$ cat src/rtl/pixel_sum_accum.sv
// Per-image brightness accumulator: sums NUM_PIXELS unsigned 8-bit pixels after a start pulse
// and presents the 22-bit total with its image tag until the downstream sorter consumes it.

module cla24 (
  input  logic [23:0] i_a,
  input  logic [23:0] i_b,
  input  logic        i_cin,
  output logic [23:0] o_sum,
  output logic        o_cout
);

  logic [23:0] w_p;
  logic [23:0] w_g;
  logic [23:0] w_c;
  logic [5:0]  w_gp;
  logic [5:0]  w_gg;
  logic [6:0]  w_gc;

  // Flat sum-of-products carry into nibble group k from the group generate/propagate terms.
  function automatic logic f_group_carry(input logic [5:0] gp, input logic [5:0] gg,
                                         input logic cin, input int k);
    logic c;
    logic pr;
    c  = 1'b0;
    pr = 1'b1;
    for (int j = k - 1; j >= 0; j--) begin
      c  = c | (gg[j] & pr);
      pr = pr & gp[j];
    end
    return c | (pr & cin);
  endfunction

  assign w_p = i_a ^ i_b;
  assign w_g = i_a & i_b;
  assign w_gc[0] = i_cin;

  generate
    for (genvar gi = 0; gi < 6; gi++) begin : g_group
      assign w_gp[gi] = &w_p[4*gi +: 4];
      assign w_gg[gi] = w_g[4*gi+3]
                      | (w_p[4*gi+3] & w_g[4*gi+2])
                      | (w_p[4*gi+3] & w_p[4*gi+2] & w_g[4*gi+1])
                      | (w_p[4*gi+3] & w_p[4*gi+2] & w_p[4*gi+1] & w_g[4*gi]);

      assign w_c[4*gi]   = w_gc[gi];
      assign w_c[4*gi+1] = w_g[4*gi] | (w_p[4*gi] & w_gc[gi]);
      assign w_c[4*gi+2] = w_g[4*gi+1]
                         | (w_p[4*gi+1] & w_g[4*gi])
                         | (w_p[4*gi+1] & w_p[4*gi] & w_gc[gi]);
      assign w_c[4*gi+3] = w_g[4*gi+2]
                         | (w_p[4*gi+2] & w_g[4*gi+1])
                         | (w_p[4*gi+2] & w_p[4*gi+1] & w_g[4*gi])
                         | (w_p[4*gi+2] & w_p[4*gi+1] & w_p[4*gi] & w_gc[gi]);

      assign w_gc[gi+1] = f_group_carry(w_gp, w_gg, i_cin, gi + 1);
    end
  endgenerate

  assign o_sum  = w_p ^ w_c;
  assign o_cout = w_gc[6];

endmodule

module pixel_sum_accum #(
  parameter int NUM_PIXELS = 16384
) (
  input  logic        clk,
  input  logic        rst,
  input  logic        start,
  input  logic [3:0]  img_id,
  input  logic        pix_valid,
  input  logic [7:0]  pix_data,
  output logic        pix_ready,
  output logic        sum_valid,
  input  logic        sum_ready,
  output logic [21:0] sum_out,
  output logic [3:0]  id_out,
  output logic        busy
);

  localparam logic [1:0]  ST_IDLE  = 2'd0;
  localparam logic [1:0]  ST_ACCUM = 2'd1;
  localparam logic [1:0]  ST_DONE  = 2'd2;
  localparam logic [14:0] LAST_IDX = 15'(NUM_PIXELS - 1);

  logic [1:0]  r_state;
  logic [21:0] r_acc;
  logic [14:0] r_cnt;
  logic [3:0]  r_id;

  logic [23:0] w_sum;
  logic        w_cout;
  logic        w_accept;
  logic        w_unused;

  cla24 u_add (
    .i_a    ({2'b00, r_acc}),
    .i_b    ({16'h0000, pix_data}),
    .i_cin  (1'b0),
    .o_sum  (w_sum),
    .o_cout (w_cout)
  );

  // The sum never exceeds 22 bits, so the adder's top bits carry no information.
  assign w_unused = ^{w_cout, w_sum[23:22]};

  assign w_accept  = pix_valid && (r_state == ST_ACCUM);
  assign pix_ready = (r_state == ST_ACCUM);
  assign sum_valid = (r_state == ST_DONE);
  assign busy      = (r_state != ST_IDLE);
  assign sum_out   = r_acc;
  assign id_out    = r_id;

  always_ff @(posedge clk) begin
    if (rst) begin
      r_state <= ST_IDLE;
      r_acc   <= '0;
      r_cnt   <= '0;
      r_id    <= '0;
    end else begin
      case (r_state)
        ST_IDLE: begin
          if (start) begin
            r_acc   <= '0;
            r_cnt   <= '0;
            r_id    <= img_id;
            r_state <= ST_ACCUM;
          end
        end
        ST_ACCUM: begin
          if (w_accept) begin
            r_acc <= w_sum[21:0];
            r_cnt <= r_cnt + 15'd1;
            if (r_cnt == LAST_IDX) begin
              r_state <= ST_DONE;
            end
          end
        end
        ST_DONE: begin
          if (sum_ready) begin
            r_state <= ST_IDLE;
          end
        end
        default: r_state <= ST_IDLE;
      endcase
    end
  end

endmodule

$ cat config.mk
export PLATFORM = sky130hd
export DESIGN_NAME = pixel_sum_accum
export DESIGN_NICKNAME = d
export VERILOG_FILES = /design/src/rtl/pixel_sum_accum.sv
export SDC_FILE = /design/constraint.sdc
export NUM_CORES = 1
export LEC_CHECK = 0
export ABC_AREA = 1
export BUFFER_PORTS_ARGS = -buffer_cell sky130_fd_sc_hd__buf_2
export CAP_MARGIN = 20
export CELL_PAD_IN_SITES_DETAIL_PLACEMENT = 1
export CELL_PAD_IN_SITES_GLOBAL_PLACEMENT = 1
export CORE_ASPECT_RATIO = 1.1
export CORE_MARGIN = 2
export CORE_UTILIZATION = 42
export DETAILED_ROUTE_END_ITERATION = 10
export GPL_TIMING_DRIVEN = 0
export PLACE_DENSITY_LB_ADDON = 0.1
export SLEW_MARGIN = 20
export SYNTH_ARGS = -nofsm -noshare
export SYNTH_HDL_FRONTEND = slang
export SYNTH_SLANG_ARGS = --single-unit
export TNS_END_PERCENT = 1
$ cat constraint.sdc
create_clock -name clk -period 5.2 [get_ports clk]
set_input_delay 0.78 -clock clk [delete_from_list [all_inputs] [get_ports clk]]
set_output_delay 0.78 -clock clk [all_outputs]
set_load 0.05 [all_outputs]
# Word level (Yosys, flattened, before mapping)
# Cells that the tools add are included.
# totals
ff_bits,43
in_bits,17
word_cells,172
output_inout_bits,29
# op_classes
muxes,11
bitwise,138
n_reduce_logical,11
add_sub_neg,1
eq_ne,7
# ops
cell,n
$and A1 B1 Y1,82
$or A1 B1 Y1,53
$mux W22,2
$pmux W22 S2,1
$mux W15,2
$pmux W15 S2,1
$and A22 B8 Y22,1
$xor A22 B22 Y22,1
$xor A22 B8 Y22,1
$reduce_and A4 Y1,5
$add A15 B1 Y15 const B,1
$eq A15 B14 Y1 const B,1
$mux W2,4
$ne A2 B1 Y1 const B,3
$pmux W2 S3,1
$reduce_bool A2 Y1,2
$reduce_and A3 Y1,1
$eq A2 B1 Y1 const B,1
$eq A2 B2 Y1 const B,1
$logic_not A2 Y1,1
$ne A2 B2 Y1 const B,1
$reduce_and A2 Y1,1
$logic_and A1 B1 Y1,1

# Depth between registers and ports, before layout
# Gate-level depths: netlist of the first run.
# logic_depth
word_depth,15
depth_mapped,14
depth_no_buf,14

# By module
# Synthesis of the first run repeated with hierarchy kept, for this count alone.
# hier_totals
cells_unflattened,443
area_unflattened_um2,3017.9
# modules_own_cells
module,n_inst,area_per_inst_um2,cells_per_inst
pixel_sum_accum,1,1780.5,244
cla24,1,1237.4,199

# Least setup slack after synthesis of the first run
# Ideal clock, no wire load.
# synth_timing
path_kind,input to register
start,input port pix_data[6]
end,register r_acc[20] (netlist: sum_out[20])
t_arrival_ps,2327
required_ps,5081
setup_time_ps,119
n_path_buf,0
slack_ps,2755
cell_stages,11
path_cell_list,ha_1 -> nand2_1 -> inv_1 -> nand3_1 -> nor2_1 -> nand2_1 -> a21oi_1 -> nand2_1 -> nor2_1 -> ha_1 -> o221a_2
# synth_via
elab_chain_len,11
word_cells_on_any_way,19
cone_classes,2 x mux; 16 x bitwise; 1 x reduce/logical
# synth_rtl
element,line_no,source
from (decl),72,"input logic [7:0] pix_data,"
$and A22 B8 Y22 or $xor A22 B8 Y22 (tied branches),"34, 33",
$and A1 B1 Y1 (on tied branches),"41, 42, 43",
$or A1 B1 Y1 (tied with other cells),41,| (w_p[4*gi+3] & w_g[4*gi+2])
$or A1 B1 Y1 or $and A1 B1 Y1 (tied branches),"42, 43",
$or A1 B1 Y1,43,| (w_p[4*gi+3] & w_p[4*gi+2] & w_p[4*gi+1] & w_g[4*gi]);
$and A1 B1 Y1,27,c = c | (gg[j] & pr);
$or A1 B1 Y1,27,
$or A1 B1 Y1 *,27,
$xor A22 B22 Y22 *,59,assign o_sum = w_p ^ w_c;
$mux W22 *,131,if (w_accept) begin
$pmux W22 S2 *,121,case (r_state)
to (signal assigned),132,r_acc <= w_sum[21:0];
to (decl),87,logic [21:0] r_acc;
# Mark *: on every way between the ends. The rest lies on a longest branch, timed or not. The select of a mux whose other input is x is not followed.
# A chain may end at the register's enable or synchronous reset.

# Final worst setup path of the first run
# Same ends and word-level chain as after synthesis.

==> flow_summary.yaml, run 1 <==
sta:
  setup_viol: 0
  max_freq_ghz: 0.4040
  skew_ps: 6.444
  max_slew_margin_pct: 63.18
  tns_ps: 0
  post-route-period-util_pct: 47.61
  timing.final.hold_violations: 0
  drv_slew: 0
  rsz0062_at_grt: "false"
  min_period_ps: 2476
  tightest_slew_ps: 552.3
clock_network:
  clockRootBuffer: "clkbuf_8"
  clk_pin_slew_ps: 80
  cts.repair.resized: 0
  clk_latency_ps: 300
  postCtsHoldBufs: 0
  cts_sinks: 43
  cts_buffers: 5
  post_cts_buffers: 0
  h-tree-depth: 2
  cts_buffer_depth: 2
  cts_tree: "yes"
worst_setup_path:
  cp-start-kind: "primary input"
  cp.required_ps: 5390
  r2r_slack_ps: 2970
  crit_path_end_kind: "flop"
  slowest_delay_ps: 330
  crit_chain: "buf_2, ha_1, nand2_1, inv_1, nand3_1, nor2_1, nand2_1, a21oi_1, nand2_1, nor2_1, ha_1, o221a_2"
  crit_arrival_ps: 2670
  criticalPathCategory: "in2reg"
  slowest_stage: "ha_1"
  path_common_cell: "nand2_1"
  r2r-end: "sum_out[20]"
  critPathMaxFanout: 4
  ff2ff_path_depth: 11
  r2r-start: "sum_out[6]"
finish:
  fillers: 721
  n_antenna_cell: 0
  stdcell_count: 427
  layout-drive-gt1-share_pct: 22.73
  final_core_util_pct: 50.21
  area_growth_pct: 17.16
  final_nets: 385
synthesis:
  synth_edf_count: 0
  synth_area_leaders: "dfxtp_1 (38%), nand2_1 (9.9%), a21oi_1 (7.9%), ha_1 (7.1%), nor2_1 (5.6%)"
  synth_largest_area_cell: "dfxtp_1"
  synthesis.nets: 333
  synth_most_common_cell: "nand2_1"
  synth_ff_type: "dfxtp_1"
  ys_seq_elements: 43
  ys_top_cells_by_count: "nand2_1 (60), dfxtp_1 (43), a21oi_1 (36)"
  synthDistinctLibCells: 36
  synth_top_area_share_pct: 37.72
  avgSynthCellArea_um2: 7.582
  yosys_warnings: 0
  async_flop_share_pct: 0
  seq_area_frac_synth_pct: 37.72
  syn-cell-area_um2: 2282
  synth_cells: 301
global_route:
  grt_max_degree: 12
  track_usage_pct: 19.89
  grt_pass1_vias: 2023
  antenna_found_initial: 0
  grt_pass1_wl_mm: 9.197
  grt_overflow_total: 0
die:
  die-area_um2: 6040
  start_util_pct: 42.86
  core_um2: 5325
  boundaryPins: 46
  fp.dieW_um: 74.29
  chipHeight_um: 81.31
  rows: 28
pwr:
  peakVddDrop_mv: 0.1455
  powerDensity_nw_per_um2: 262.8
  leakage_nw: 1.218
routing:
  routedWlPerCell_um: 13.30
  drc: 0
  antenna_left: 0
  first_pass_iters: 4
  viasPerCell: 5.068
  vias: 2164
  drt_wl_total_mm: 5.679
  drt-initial-drc-count: 67
place:
  gp_routability_congestion: 0.7723
  dp_cells: 421
  hpwlAfterDp_mm: 4.377
  io_buffer_count: 45
hold_path:
  holdCritStartpoint: "sum_out[21]"
  hold_class: "reg2reg"
  min_delay_worst_endpoint: "sum_out[21]"
  hold_depth: 1
outcome:
  status: "complete, no violations"
job:
  cap_violations: 0
-- cells in the final DEF, fill, tap and decap left out, types with 2 or more instances in the layout --
cell type  synthesis  routed
a21oi_1           36      36
clkbuf_8           0       5
dfxtp_1           43      43
nand3_1           12      12
o21ai_1            4       4
o221a_2            3       3
nand2_1           60      60
inv_2              4       4
nor2_2             5       5
nand3_4            3       3
nor2_1            34      34
a31oi_1            2       2
fa_1               2       2
o21ai_0           15      15
buf_2              4      49
nor2_4             2       2
nand4_1            5       5
ha_1              13      13
nor3_1             6       6
inv_1             30      30
clkbuf_1           1       2
nand2_4            2       2
-- flip-flops by register name, summed over array words and instances (netlist names) --
signal and count:
id_out 4, r_state 2, r_cnt 15, sum_out 22
-- how the worst max path moves through the flow --
stage	from	end	depth (start not counted)
CTS	pix_data[6]	sum_out[20]	12
global placement	pix_data[6]	sum_out[20]	12
floorplan	pix_data[6]	sum_out[20]	11
finish	pix_data[6]	sum_out[20]	12
global route	pix_data[6]	sum_out[21]	15
detailed placement	pix_data[6]	sum_out[20]	12
-- final cells by class --
| type | instances | area (um2) | share of cell area (%) |
|---|---|---|---|
| multi-input cells | 217 | 1257 | 47.03 |
| flip-flops and latches | 43 | 860.8 | 32.19 |
| repair buffers | 45 | 225.2 | 8.423 |
| inverters | 35 | 132.6 | 4.960 |
| well taps | 75 | 93.84 | 3.510 |
| clock buffers | 6 | 72.57 | 2.714 |
| plain buffers | 6 | 31.28 | 1.170 |
-- where the power goes --
part           internal, mW  switching, mW  leakage [nW]  total, mW
clock network        0.0897          0.110        0.0371      0.200
registers             0.340        0.00781         0.349      0.348
logic                0.0441          0.111         0.832      0.155
-- worst max-delay path, delay by kind of cell --
kind            cells  cell delay [ps]
simple gates        6              640
compound gates      2              520
buf+inv             2              170
fa+ha+maj           2              560
-- logic make-up after synthesis --
group	after synthesis	synth area share, %
and+or+nand+nor	136	29.83
AOI/OAI and AO/OA	64	15.62
DFF	43	37.72
buffers and inverters	41	7.182
adders and majority gates	15	8.882
xor gates and xnor gates	2	0.7677
-- metrics by stage --
step / total power, mW / setup slack [ps] / instance area, um2 / hold WS, ps
CTS: 0.7106 / 2702 / 2674 / 451.6
floorplan: 0.4683 / 2755 / 2282 / 427.7
global route: 0.7366 / 2507 / 2674 / 480.3
detailed placement: 0.5114 / 2387 / 2601 / 440.2
finish: 0.7026 / 2724 / 2674 / 444.9
global placement: 0.5077 / 2427 / 2601 / 435.8
-- routing by layer --
layer / track usage (%) / share of wire, %
met3: 3.350 / 2.3
met5: 0 / 0
met4: 6.429 / 1.4
met1: 24.09 / 45
met2: 35.54 / 52
Power figures use the tool's default switching activity.
==> inputs of run 2 (changes only) <==
Settings changed: CORE_UTILIZATION 42 to 35.
Clock period 5.2 ns to 2.15 ns, I/O delays scaled along.
==> run 2 against run 1 <==
Largest power group unchanged. Clock-buffer cell count rose by 1. Sequential cell count did not move. Critical path type is now reg2reg. Clock skew fell by 3.0 ps. Largest cell class unchanged. Final cell count rose by 2.8%. Sequential share of layout area fell by 1.3 points. Global-route usage fell by 3.3 points. Combinational power rose to 2.5 times the previous value. Clock power rose to 2.5 times the previous value.
==> flow_summary.yaml, run 2 (synthesized netlist as in run 1, its figures left out) <==
routing:
  drt_wl_total_mm: 5.705
  vias: 2173
  routedWlPerCell_um: 13.00
  first_pass_iters: 4
  antenna_left: 0
  drc: 0
  drt-initial-drc-count: 75
  viasPerCell: 4.950
pwr:
  powerDensity_nw_per_um2: 619.4
  peakVddDrop_mv: 0.3792
  leakage_nw: 1.246
  p_total_mw: 1.745
die:
  start_util_pct: 36.63
  die-area_um2: 7183
  rows: 30
  fp.dieW_um: 80.99
  boundaryPins: 46
  chipHeight_um: 88.69
  core_um2: 6231
sta:
  min_period_ps: 1998
  post-route-period-util_pct: 92.92
  skew_ps: 3.408
  timing.final.hold_violations: 0
  max_slew_margin_pct: 66.21
  max_freq_ghz: 0.5006
  setup_viol: 0
  drv_slew: 0
  rsz0062_at_grt: "false"
  tightest_slew_ps: 506.8
  worst_slack_ps: 152.2
clock_network:
  h-tree-depth: 2
  cts_tree: "yes"
  clockRootBuffer: "clkbuf_8"
  postCtsHoldBufs: 0
  cts_buffers: 5
  cts_buffer_depth: 2
  clk_pin_slew_ps: 80
  cts_sinks: 43
  clk_latency_ps: 290
place:
  gp_routability_congestion: 0.7490
  hpwlAfterDp_mm: 4.443
  io_buffer_count: 45
  dpl_worst_slack_ps: -210.8
global_route:
  grt.busiest_layer: "met2"
  met2_usage_pct: 29.98
  use_met1_pct: 20.13
  antenna_found_initial: 0
  grtUsageMet3_pct: 3.367
  track_usage_pct: 16.62
  grt_pass1_vias: 2092
  grt_overflow_total: 0
  grt_max_degree: 13
  grt_pass1_wl_mm: 9.294
outcome:
  status: "complete, no violations"
worst_setup_path:
  r2r_slack_ps: 150
  crit_arrival_ps: 2190
  crit_end: "sum_out[20]"
  ff2ff_path_depth: 11
  r2r-end: "sum_out[20]"
  cp.required_ps: 2340
  r2r-start: "sum_out[5]"
  crit_path_end_kind: "flop"
  critPathMaxFanout: 5
  criticalPathCategory: "reg2reg"
  cp-start-kind: "flop"
  startpoint: "sum_out[5]"
finish:
  largest_reg_flops: 22
  fillers: 822
  layout-drive-gt1-share_pct: 28.97
  n_antenna_cell: 0
  final_common_cell: "nand2_1"
  area_growth_pct: 23.41
  final_nets: 390
  layout_common_cells: "nand2_1 (58), buf_2 (49), dfxtp_1 (36), a21oi_1 (35), nor2_1 (32)"
hold_path:
  holdCritStartpoint: "rst"
  hold_class: "in2reg"
job:
  cap_violations: 0
-- run 2: changes by cell type in the layout (fill, tap and decap cells not counted), sizes merged --
cell / change
clkbuf: +1
clkinv: +1
buf: +5
-- run 2: worst max-delay path, stage by stage, from the launching register on --
cell	delay [ps]
dfxtp_2	340
ha_4	290
nand2_1	60
nand2_2	70
nand2_1	60
nand2_2	70
nand2_1	90
a21oi_2	170
nand2_1	90
nor2_1	130
ha_1	240
o221a_2	280
-- run 2: worst min path at each step --
stage / cells past startpoint / endpoint
after floorplan: 1 / r_state[1]
after global routing: 2 / r_state[1]
after CTS: 2 / r_state[1]
after detailed placement: 2 / r_cnt[13]
final: 2 / r_state[1]
after global placement: 1 / sum_out[21]
-- run 2: per-stage QoR --
stage | std cells | utilization, % | cell area (um2) | TNS, ps | hold WS, ps
2_1_floorplan | 301 | - | 2291 | 0 | 401.0
4_1_cts | 435 | 43.67 | 2721 | 0 | 224.8
5_1_grt | 439 | 45.20 | 2816 | 0 | 241.8
6_report | 439 | 45.20 | 2816 | 0 | 239.6
3_5_place_dp | 426 | 41.99 | 2616 | -390.5 | 450.3
3_3_place_gp | 426 | 41.99 | 2616 | -304.5 | 433.1
-- run 2: cell type report --
class	count	area, um2	area share [%]
clock buffer	7	76.32	2.710
clock inverter	1	5.005	0.1777
multi-input combinational	217	1339	47.53
timing repair buffer	50	262.8	9.329
tap	80	100.1	3.554
buffer	6	31.28	1.111
sequential	43	869.6	30.88
inverter	35	132.6	4.709
-- run 2: where the power goes --
part           switching, mW  leakage (nW)  total [mW]  internal (mW)
Combinational          0.271         0.852       0.393          0.123
Sequential            0.0212         0.352       0.845          0.824
Clock                  0.278        0.0422       0.506          0.229
Total                  0.569          1.25        1.74           1.18
-- run 2: per-layer routing --
layer	share of wire, %	wire length, um
met2	50	2833
met3	3.6	208
met1	46	2622
met4	0.70	40
met5	0	0
-- run 2: what timing repair did --
action | CTS | global route
setup buffers | 1 | 4
endpoints found under the setup margin | 2 | 2
pin swaps | 1 | 4
resized for setup | 2 | 11
==> inputs of run 3 (changes only) <==
Settings changed: RECOVER_POWER from default to 50.
==> run 3 against run 2 <==
Sequential cell count is the same. Core utilization shrank 0.88 points. Sequential power hardly changed. Register-to-register slack about the same. Cell area shrank 2.0%. Final cell count unchanged. Die area is the same. Routed wire length rose by 0.60%.
==> flow_summary.yaml, run 3 (synthesized netlist as in run 1, its figures left out) <==
outcome:
  status: "complete, no violations"
sta:
  max_freq_ghz: 0.5001
  tns_ps: 0
  tightest_slew_ps: 613.7
  skew_ps: 3.575
  timing.final.hold_violations: 0
  whs_ps: 239.9
  rsz0062_at_grt: "false"
  drv_slew: 0
  worst_slack_ps: 150.3
  post-route-period-util_pct: 93.01
  setup_viol: 0
  min_period_ps: 2000
  max_slew_margin_pct: 59.26
worst_setup_path:
  cp-start-kind: "flop"
  crit_path_end_kind: "flop"
  crit_arrival_ps: 2190
  critPathMaxFanout: 5
  criticalPathCategory: "reg2reg"
  cp.required_ps: 2340
pwr:
  peakVddDrop_mv: 0.3607
  clockPowerShare_pct: 29.2
  pwr-share-comb_pct: 21.9
  power_switching_uw: 565.1
  seq_power_share_pct: 48.9
  powerDensity_nw_per_um2: 626.3
  swShare_pct: 32.68
  internal-power_mw: 1.164
  leakage_nw: 1.124
  p_total_mw: 1.729
clock_network:
  h-tree-depth: 2
  cts_buffer_depth: 2
  cts_buffers: 5
  clockRootBuffer: "clkbuf_8"
  cts_sinks: 43
  clk_latency_ps: 290
  cts_tree: "yes"
  postCtsHoldBufs: 0
  clk_pin_slew_ps: 80
global_route:
  grt_max_degree: 13
  track_usage_pct: 16.62
  antenna_found_initial: 0
  grt_pass1_wl_mm: 9.294
  grt_overflow_total: 0
  grt_pass1_vias: 2092
routing:
  drt-initial-drc-count: 72
  drc: 0
  routedWlPerCell_um: 13.07
  first_pass_iters: 4
  viasPerCell: 4.950
  antenna_left: 0
  vias: 2173
  drt_wl_total_mm: 5.739
die:
  core_um2: 6231
  chipHeight_um: 88.69
  fp.dieW_um: 80.99
  die-area_um2: 7183
  rows: 30
  start_util_pct: 36.63
  boundaryPins: 46
place:
  dpl_worst_slack_ps: -210.8
  hpwlAfterDp_mm: 4.443
  io_buffer_count: 45
  gp_routability_congestion: 0.7490
job:
  cap_violations: 0
finish:
  n_antenna_cell: 0
  largest_reg_flops: 22
  layout-drive-gt1-share_pct: 20.06
  layout_common_cells: "nand2_1 (59), dfxtp_1 (36), a21oi_1 (35), nor2_1 (32)"
  final_nets: 390
  area_growth_pct: 21.00
  final_common_cell: "nand2_1"
  fillers: 825
  final_core_util_pct: 44.32
hold_path:
  hold_class: "in2reg"
==> run 3: changes by cell type in the layout (fill, tap and decap cells not counted) <==
cell and delta:
buf_2 -28, inv_2 -2, nand2_1 +1, clkinv_1 +1
nand3_4 -1, nand2_4 -1, clkbuf_1 +28, nand3_1 +1
inv_1 +1
==> run 3: what timing repair did <==
item | in CTS | in global routing
pin swaps | 1 | 4
setup buffers | 1 | 4
setup endpoints to repair | 2 | 2
gates resized for setup | 2 | 11
==> run 3: power by group through the flow <==
| stage | Sequential, mW | Clock [mW] | Combinational [mW] |
|---|---|---|---|
| floorplan | 0.932 | 0 | 0.202 |
| global placement | 0.862 | 0 | 0.372 |
| detailed placement | 0.862 | 0 | 0.377 |
| CTS | 0.844 | 0.531 | 0.382 |
| global route | 0.850 | 0.547 | 0.418 |
| finish | 0.845 | 0.506 | 0.378 |
==> run 3: worst paths after layout <==
check | start | cells past startpoint | endpoint | slack [ps]
worst max-delay path | sum_out[5] | 11 | sum_out[20] | 150
worst min-delay path | rst | 2 | r_state[1] | 240
worst max register to register | sum_out[5] | 11 | sum_out[20] | 150
worst min register to register | r_cnt[13] | 2 | r_cnt[13] | 460
==> run 3: worst max-delay path, cell delays in order, from the launching register on <==
cell and delay (ps):
dfxtp_2 350, ha_4 290, nand2_1 60, nand2_2 70
nand2_1 60, nand2_2 70, nand2_1 90, a21oi_2 170
nand2_1 90, nor2_1 130, ha_1 240, o221a_2 280
==> run 3: layout make-up <==
cell class | count | area (um2) | share of cell area [%]
repair buffers | 50 | 227.7 | 8.246
inverters | 35 | 132.6 | 4.803
flip-flops and latches | 43 | 869.6 | 31.49
clock buffers | 7 | 76.32 | 2.764
clock inverters | 1 | 5.005 | 0.1812
well taps | 80 | 100.1 | 3.625
plain buffers | 6 | 31.28 | 1.133
multi-input cells | 217 | 1319 | 47.76
==> run 3: metrics by stage <==
stage	area [um2]	std cells
after global placement	2616	426
after detailed placement	2616	426
final	2761	439
after floorplan	2291	301
after CTS	2721	435
after global routing	2761	439
==> run 3: per-layer routing <==
| metal | up-vias | GRT usage [%] | wire length (um) | share of wire (%) |
|---|---|---|---|---|
| met2 | 38 | 29.98 | 2843 | 50 |
| li1 | 1115 | - | - | - |
| met4 | 0 | 4.160 | 40 | 0.70 |
| met3 | 4 | 3.367 | 196 | 3.4 |
| met1 | 1016 | 20.13 | 2659 | 46 |
| met5 | - | 0 | 0 | 0 |
